File: src/rtl/sequence_generator.sv
// Serial pattern transmitter: sends a latched bit pattern MSB first on w_out,
// with optional repeats separated by zero-bit gaps, paced by a tick enable.
module sequence_generator #(
  parameter int unsigned MAX_LEN = 8,
  parameter int unsigned LEN_W   = 4,
  parameter int unsigned REP_W   = 4,
  parameter int unsigned GAP     = 2
) (
  input  logic               clock,
  input  logic               resetn,
  input  logic               start,
  input  logic [MAX_LEN-1:0] pattern,
  input  logic [LEN_W-1:0]   length,
  input  logic [REP_W-1:0]   repeat_count,
  input  logic               tick,
  output logic               w_out,
  output logic               valid,
  output logic               busy,
  output logic               done,
  output logic               err,
  output logic [1:0]         state
);

  localparam int unsigned IDX_W = (MAX_LEN > 1) ? $clog2(MAX_LEN) : 1;
  localparam int unsigned GAP_W = (GAP > 1) ? $clog2(GAP) : 1;

  typedef enum logic [1:0] {
    S_IDLE  = 2'b00,
    S_SHIFT = 2'b01,
    S_GAP   = 2'b10
  } state_t;

  state_t             state_q, state_d;
  logic [MAX_LEN-1:0] pat_q, pat_d;
  logic [LEN_W-1:0]   len_q, len_d;
  logic [IDX_W-1:0]   idx_q, idx_d;
  logic [REP_W-1:0]   pass_q, pass_d;
  logic [GAP_W-1:0]   gap_q, gap_d;
  logic               done_d, err_d, len_ok;

  assign len_ok = (length != '0) && (length <= LEN_W'(MAX_LEN));
  assign state  = state_q;

  always_comb begin
    state_d = state_q;
    pat_d   = pat_q;
    len_d   = len_q;
    idx_d   = idx_q;
    pass_d  = pass_q;
    gap_d   = gap_q;
    done_d  = 1'b0;
    err_d   = 1'b0;
    case (state_q)
      S_IDLE: begin
        if (start) begin
          if (len_ok) begin
            pat_d   = pattern;
            len_d   = length;
            idx_d   = IDX_W'(length - 1'b1);
            pass_d  = repeat_count;
            state_d = S_SHIFT;
          end else begin
            err_d = 1'b1;
          end
        end
      end
      S_SHIFT: begin
        if (tick) begin
          if (idx_q != '0) begin
            idx_d = idx_q - 1'b1;
          end else if (pass_q != '0) begin
            pass_d  = pass_q - 1'b1;
            idx_d   = IDX_W'(len_q - 1'b1);
            gap_d   = '0;
            state_d = (GAP > 0) ? S_GAP : S_SHIFT;
          end else begin
            state_d = S_IDLE;
            done_d  = 1'b1;
          end
        end
      end
      S_GAP: begin
        if (tick) begin
          if (gap_q == GAP_W'(GAP - 1)) state_d = S_SHIFT;
          else                          gap_d   = gap_q + 1'b1;
        end
      end
      default: state_d = S_IDLE;
    endcase
  end

  // Outputs are registered from the next-state values so they change on the
  // same edge as the state they describe.
  always_ff @(posedge clock or negedge resetn) begin
    if (!resetn) begin
      state_q <= S_IDLE;
      pat_q   <= '0;
      len_q   <= '0;
      idx_q   <= '0;
      pass_q  <= '0;
      gap_q   <= '0;
      w_out   <= 1'b0;
      valid   <= 1'b0;
      busy    <= 1'b0;
      done    <= 1'b0;
      err     <= 1'b0;
    end else begin
      state_q <= state_d;
      pat_q   <= pat_d;
      len_q   <= len_d;
      idx_q   <= idx_d;
      pass_q  <= pass_d;
      gap_q   <= gap_d;
      w_out   <= (state_d == S_SHIFT) ? pat_d[idx_d] : 1'b0;
      valid   <= (state_d == S_SHIFT);
      busy    <= (state_d != S_IDLE);
      done    <= done_d;
      err     <= err_d;
    end
  end

endmodule

File: config.mk
export PLATFORM = sky130hd
export DESIGN_NAME = sequence_generator
export DESIGN_NICKNAME = d
export VERILOG_FILES = /design/src/rtl/sequence_generator.sv
export SDC_FILE = /design/constraint.sdc
export NUM_CORES = 1
export LEC_CHECK = 0
export ABC_AREA = 1
export CORE_UTILIZATION = 45
export CTS_BUF_LIST = sky130_fd_sc_hd__clkbuf_4 sky130_fd_sc_hd__clkbuf_8
export DETAILED_ROUTE_END_ITERATION = 6
export GPL_TIMING_DRIVEN = 0
export PLACE_DENSITY = 0.68
export SETUP_SLACK_MARGIN = 0.1
export SLEW_MARGIN = 20
export SYNTH_ARGS = -nofsm -noshare
export SYNTH_HDL_FRONTEND = slang
export SYNTH_SLANG_ARGS = --single-unit
File: constraint.sdc
create_clock -name clock -period 2 [get_ports clock]
set_input_delay 0.3 -clock clock [delete_from_list [all_inputs] [get_ports clock]]
set_output_delay 0.3 -clock clock [all_outputs]
set_load 0.02 [all_outputs]
==> impl_results.md, run 1 <==
- Status: complete, no violations
- Clock tree from TritonCTS: yes
- Most used DFF post-synth: dfrtp_1
- Area post-placement: between 0.0015 and 0.002 mm^2
- Clock network fraction of total power: 0.080
- Area growth from synthesis to final layout: 32.62%
- Category of the worst setup path launch point: register
- Classification of the worst-slack hold path: in2reg
- Switching Share: 0.4520
- Net count after synthesis: roughly 220
- Cell accounting for the most synthesized area: dfrtp_1
- Proportion of layout cells with a drive suffix above 1: 0.2217
- Post-DR wirelength/cell: roughly 12 um
- Endpoint class of the critical path: register
- Vias: ~1400
- Starting density of the core: 0.4844
- Clock slew at reported path FFs: 0.14 ns
- Top cells by count, synth: nand2_1 (43), inv_1 (36), dfrtp_1 (26)
- Start-to-end type of the worst setup path: reg2reg
- Antenna-violating nets left: 0
- Largest fanout on the critical path: 5
- Total CTS buffers: 3
- Number of global-route vias before repair: around 1300
- Crit path cell chain: inv_2, ha_2, nand2_1, a21oi_2, nand3_1, nand2_2, nand3_4, inv_2, nand2_1, nand3_1, nand2_1, nor2_2, nor2_1
- Wire length after detailed routing: roughly 3300 um
- GP Congestion: between 0.9 and 1
- Final critical delay including setup and external delays: approximately 1.8 ns
- Max-capacitance violation count: 0
- CTS H-tree depth: 1
- Number of max-slew violations in the final report: 0
- Initial antenna violation count: 0
- Power Dens Cells: 1380 mW/mm^2
- Root buffer cell: clkbuf_4
- Source-to-sink clock delay at the later pin of the worst-skew pair: roughly 0.31 ns
- Yosys synthesis warning count: 0
- Final setup violation count: 0
- DIE AREA: approximately 0.0036 mm^2
- CTS sink count: 26
- Number of nets in the layout: around 260
- Leading cell type by number of instances after synthesis: nand2_1
- Final global-route overflow total: 0
- Post-detailed-route via-to-cell ratio: between 4 and 5
- Max Clock Skew: 0.003673 ns
- Share of flip-flops with an asynchronous set or reset after synthesis: 1.000
- Die height: about 60 um
- Post-synth EDFFs: 0
- Highest-delay cell along the critical path: dfrtp_1
- Portion of the post-synthesis area used by sequential elements: 0.4294
- Detail Placement HPWL: roughly 2400 um
- Part of the power in combinational logic: 0.594
- Detailed-routing iteration count for the pre-antenna-repair pass: 4
- Hold violation count in the final report: 0
- Rel. slew slack: 0.6108
- Number of I/O port buffers: 26
- Diode count: 0
- Area share of the leading cell type in the synthesized netlist: 0.4294
- Most numerous cell on the critical path: nand2_1
- Number of cell rows: 20
- Post-Synthesis Mean Instance Area: about 8 um^2
- Largest net degree at the start of global routing: 27
- P_sw: roughly 1.3 mW
- Gate Count Post-Synth: around 190
- Die outline width: about 60 um
- Core Box Area: 0.003128 mm^2
- Number of remaining DRC errors: 0
- FMAX: 0.5533 GHz
- Number of library cell types mapped by synthesis: 29
- Cell area after synthesis: 0.001515 mm^2
- Final Util: 0.6424
- Internal power component: approximately 1.5 mW
- Number of ports placed on the die boundary: 27
- Maximum resistive drop on vdd: about 0.00065 V
- Post-route fraction of the period consumed by the critical path: 0.9037
- Filler Cells Inserted: roughly 280
- Violation count after the first detailed-route iteration: 30
- Total non-filler cell area in the finished layout: about 0.0020 mm^2
- Max incr delay on CP: ~0.42 ns
- Endpoint arrival time on the critical path: between 2 and 2.5 ns
- Largest cells by area after synthesis: dfrtp_1 (43%), nand2_1 (11%), inv_1 (8.9%), ha_1 (5.0%), o21ai_0 (5.0%)
- Transition at the pin with the smallest max-transition slack: 0.5837 ns
- RSZ-0062 raised after global routing: no
- Leakage power: 0.9925 nW
- Maximum count of clock buffers along a single path: 2
- Wire length of the first global-routing pass: 5299 um
- Seq pwr share: 0.326
- GRT Overall Usage: 0.1997
- Worst EP required: roughly 2.2 ns
- Total of flip-flops plus latches after synthesis: 26
[final cells by class]
type | count | area (um^2) | area share
plain buffers | 3 | 27.53 | 0.01370
clock buffers | 3 | 22.52 | 0.01121
inverters | 39 | 146.4 | 0.07285
multi-input cells | 125 | 772.0 | 0.3842
flip-flops and latches | 26 | 650.6 | 0.3238
well taps | 44 | 55.05 | 0.02740
repair buffers | 34 | 335.3 | 0.1669
[power by group through the flow]
| stage | clock (mW) | combinational, mW | sequential [mW] |
|---|---|---|---|
| after global routing | 0.244 | 1.84 | 0.930 |
| after floorplan | 0 | 0.984 | 0.936 |
| after global placement | 0 | 1.37 | 0.894 |
| final | 0.221 | 1.65 | 0.904 |
| after detailed placement | 0 | 1.42 | 0.906 |
| after CTS | 0.230 | 1.48 | 0.898 |
[metal layers]
metal	GRT usage	wire (um)
met2	0.3619	1753
met5	0	0
met3	0.02165	95
met1	0.2432	1426
met4	0.06977	19
[repair_timing]
item | CTS | global route
endpoints found under the hold margin | 26 | 0
hold buffers | 1 | 0
gates cloned | 0 | 0
endpoints found under the setup margin | 1 | 5
buffers inserted | 1 | 6
pin swaps | 5 | 3
gates resized for setup | 9 | 19
[cell families (layout without fill, tap and decap cells)]
logic type	after synthesis	after routing	share of synthesized area
AOI/OAI and AO/OA	30	30	0.1082
DFF	26	26	0.4294
and+or+nand+nor	85	85	0.2775
adders and majority gates	6	6	0.04954
buffers and inverters	42	79	0.1123
xor gates and xnor gates	4	4	0.02313
[state kept, by name, indices dropped and copies added (netlist names)]
name and count:
pass_q 4, state 2, idx_q 3, valid 1, pat_q 8, err 1
done 1, w_out 1, len_q 3, gap_q 1, busy 1
[through the flow]
step	power (mW)	hold slack (ns)	setup WS (ns)	std cells	setup TNS [ns]
floorplan	1.921	0.004409	0.3935	193	0
global placement	2.260	0.4700	-0.3343	263	-0.6234
detailed placement	2.322	0.3418	-0.3282	263	-0.8393
CTS	2.606	0.5034	0.1069	268	0
global route	3.012	0.3883	0.08216	274	0
finish	2.772	0.3866	0.1927	274	0
[final timing paths]
path / start / to / slack [ns] / depth (start not counted)
worst min register to register: pat_q[2] / pat_q[2] / 0.50 / 2
worst min-delay path: length[1] / len_q[1] / 0.39 / 4
worst max-delay path: idx_q[0] / w_out / 0.19 / 13
min in group asynchronous: resetn / state[0] / 0.50 / 2
max in group asynchronous: resetn / pat_q[6] / 1.12 / 2
worst max register to register: idx_q[0] / w_out / 0.19 / 13
[worst max-delay path: cells and delay by family, from the launching register on]
family / cells / cell delay, ns
buffers and inverters: 2 / 0.17
AND/OR/NAND/NOR: 9 / 0.80
flip-flops: 1 / 0.42
AO/OA/AOI/OAI: 1 / 0.13
adder cells (fa/ha/maj): 1 / 0.18
[cell usage in the layout, fill, tap and decap left out, types with 4 or more instances in the layout]
cell             synthesis  layout
clkdlybuf4s50_1          0      23
o21ai_0                 15      13
dfrtp_1                 26      26
nand4_1                  5       5
nand3_1                 13      11
nand2_1                 43      39
inv_2                    3       7
inv_1                   36      32
o21ai_2                  1       4
nand2_2                  5       9
ha_1                     6       4
buf_4                    1       6
a21oi_1                  6       5
nor2_1                   6       5
Note: power is estimated with default switching activity, not from simulation.
==> inputs of run 2 (changes only) <==
- CORE_UTILIZATION: 45 -> 54
- GPL_ROUTABILITY_DRIVEN: default -> 0
- GPL_TIMING_DRIVEN: 0 -> default
- PLACE_DENSITY: 0.68 -> 0.8
==> impl_results.md, run 2 (synthesis results as in run 1) <==
- Status: complete, no violations
- Crit path cell chain: nor2_2, nand4_1, buf_4, o21ai_2, nand4_1, nand3_1, nand2_2, nor2_2, nor2_1
- Clock network fraction of total power: 0.114 (+0.034)
- Number of global-route vias before repair: 1396 (+9.8%)
- Largest fanout on the critical path: 6 (+1)
- Crit path buffers/inverters: 1 (-1)
- P_sw: 1.450 mW (+16%)
- Post-DR wirelength/cell: 15.97 um (+33%)
- Wire length of the first global-routing pass: 5844 um (+10%)
- GRT Overall Usage: 0.2798 (+0.08004)
- Max-capacitance violation count: 0 (unchanged)
- Max incr delay on CP: 0.48 ns (+0.06 ns)
- FMAX: 0.5291 GHz (-4.4%)
- Max Clock Skew: 0.007372 ns (+0.003699 ns)
- PnR worst setup slack: 0.1100 ns (-0.08268 ns)
- Max reg flops: 8 (unchanged)
- Wire length after detailed routing: 4391 um (+33%)
- Root buffer cell: clkbuf_4
- Internal power component: 1.808 mW (+19%)
- Core Box Area: 0.002567 mm^2 (-18%)
- Number of remaining DRC errors: 0 (unchanged)
- Highest-delay cell along the critical path: dfrtp_1
- Hold violation count in the final report: 0 (unchanged)
- Die outline width: 54.97 um (-8.4%)
- Largest net degree at the start of global routing: 27 (unchanged)
- Top delay family on crit path: simple AND/OR/NAND/NOR gates
- Number of I/O port buffers: 26 (unchanged)
- RSZ-0062 raised after global routing: yes
- Detailed-routing iteration count for the pre-antenna-repair pass: 4 (unchanged)
- Starting density of the core: 0.5902 (+0.1058)
- CTS H-tree depth: 1 (unchanged)
- Initial antenna violation count: 0 (unchanged)
- Start-to-end type of the worst setup path: reg2reg
- Number of cell rows: 18 (-10%)
- Diode count: 0 (unchanged)
- Number of max-slew violations in the final report: 0 (unchanged)
- Proportion of layout cells with a drive suffix above 1: 0.2694 (+0.04765)
- Transition at the pin with the smallest max-transition slack: 0.3971 ns (-0.1866 ns)
- Part of the power in combinational logic: 0.605 (+0.011)
- Number of nets in the layout: 272 (+5.4%)
- Number of buffers added to fix hold violations after cts: 0 (-1)
- Biggest regs: pat_q (8), pass_q (4)
- Detail Placement HPWL: 2730 um (+14%)
- Vias: 1469 (+8.2%)
- Antenna-violating nets left: 0 (unchanged)
- Leakage power: 1.077 nW (+8.5%)
- Classification of the worst-slack hold path: in2async
- Post-route fraction of the period consumed by the critical path: 0.9450 (+0.04134)
- Total instance count after detailed placement: 264 (+0.38%)
- Area growth from synthesis to final layout: 41.29%
- Clock slew at reported path FFs: 0.15 ns (about the same)
- Seq pwr share: 0.281 (-0.045)
- CTS sink count: 26 (unchanged)
- Final setup violation count: 0 (unchanged)
- Filler Cells Inserted: 151 (-45%)
- Rel. slew slack: 0.7341 (+0.1233)
- Power Dens Cells: 1522 mW/mm^2 (+10%)
- Die height: 54.97 um (-8.4%)
- Maximum count of clock buffers along a single path: 2 (unchanged)
- WHS: 0.3170 ns (-0.06954 ns)
- Worst-case setup slack after placement: -0.3026 ns (+0.02558 ns)
- Maximum resistive drop on vdd: 0.001199 V (+83%)
- FF-to-FF setup slack: 0.11 ns (-0.08 ns)
- Violation count after the first detailed-route iteration: 56 (+87%)
- Most flops, register: pat_q
- Category of the worst setup path launch point: register
- Worst EP required: 2.24 ns (+0.02 ns)
- Final critical delay including setup and external delays: 1.890 ns (+0.08268 ns)
- Endpoint arrival time on the critical path: 2.13 ns (+0.10 ns)
- Post-detailed-route via-to-cell ratio: 5.342 (+7.8%)
- Total CTS buffers: 3 (unchanged)
- Number of ports placed on the die boundary: 27 (unchanged)
- Highest-count cells in the layout ignoring fill and taps: nand2_1 (38), inv_1 (31), dfrtp_1 (26)
- Most common cell after layout, fill and taps aside: nand2_1
- Switching Share: 0.4452 (-0.006801)
- DIE AREA: 0.003022 mm^2 (-16%)
- Cell Count, Final, Fillers Out: 275 (+0.36%)
- Final global-route overflow total: 0 (unchanged)
- Final Util: 0.8338 (+0.1914)
- Endpoint class of the critical path: register
- Clock tree from TritonCTS: yes
- Source-to-sink clock delay at the later pin of the worst-skew pair: 0.33 ns (+0.02 ns)
-- run 2: changes by cell type in the layout (fill, tap and decap cells not counted), moves of 2 or more --
cell     previous run  this run
buf_2               2         0
ha_4                0         3
ha_2                2         0
buf_4               6        23
o21ai_1             0         3
o21ai_4             2         0
-- run 2: area by class of cell --
cell class	count	area (um^2)	area share
clock inverters	1	30.03	0.01403
flip-flops and latches	26	650.6	0.3039
repair buffers	51	469.2	0.2192
well taps	30	37.54	0.01753
clock buffers	3	22.52	0.01052
multi-input cells	125	784.5	0.3665
inverters	39	146.4	0.06838
-- run 2: timing repair --
item / in CTS / in global routing
endpoints found under the setup margin: 1 / 1
resized for setup: 4 / 27
buffers inserted: 0 / 7
pin swaps: 2 / 17
-- run 2: worst register-to-register path, cell delays in order, from the launching register on --
cell	delay, ns
dfrtp_1	0.48
nor2_2	0.23
nand4_1	0.20
buf_4	0.20
o21ai_2	0.13
nand4_1	0.14
nand3_1	0.14
nand2_2	0.08
nor2_2	0.14
nor2_1	0.06
-- run 2: final timing paths --
check	from	end	depth (start not counted)
setup / recovery	state[1]	w_out	9
hold / removal	resetn	pass_q[3]	2
setup reg to reg	state[1]	w_out	9
hold reg to reg	len_q[1]	len_q[1]	2
max in group asynchronous	resetn	idx_q[2]	2
min in group clock	length[1]	len_q[1]	4
-- run 2: layer usage --
metal / GRT usage / share of wire / vias to the layer above
met5: 0 / 0 / -
met4: 0.1333 / 0.030 / 0
met3: 0.03552 / 0.038 / 16
met2: 0.5402 / 0.54 / 55
met1: 0.2941 / 0.39 / 686
li1: - / - / 712
-- run 2: power groups by stage --
stage          combinational, mW  sequential (mW)  clock, mW
2_1_floorplan              0.984            0.936          0
3_3_place_gp                1.51            0.897          0
3_5_place_dp                1.58            0.907          0
4_1_cts                     1.62            0.896      0.372
5_1_grt                     2.12            0.938      0.394
6_report                    1.97            0.915      0.372
-- run 2: metrics by stage --
stage | power, mW | TNS (ns) | instance area [um^2]
3_5_place_dp | 2.485 | -0.4652 | 1937
6_report | 3.258 | 0 | 2141
3_3_place_gp | 2.404 | -0.1668 | 1937
5_1_grt | 3.454 | 0 | 2141
4_1_cts | 2.884 | 0 | 1999
2_1_floorplan | 1.921 | 0 | 1515
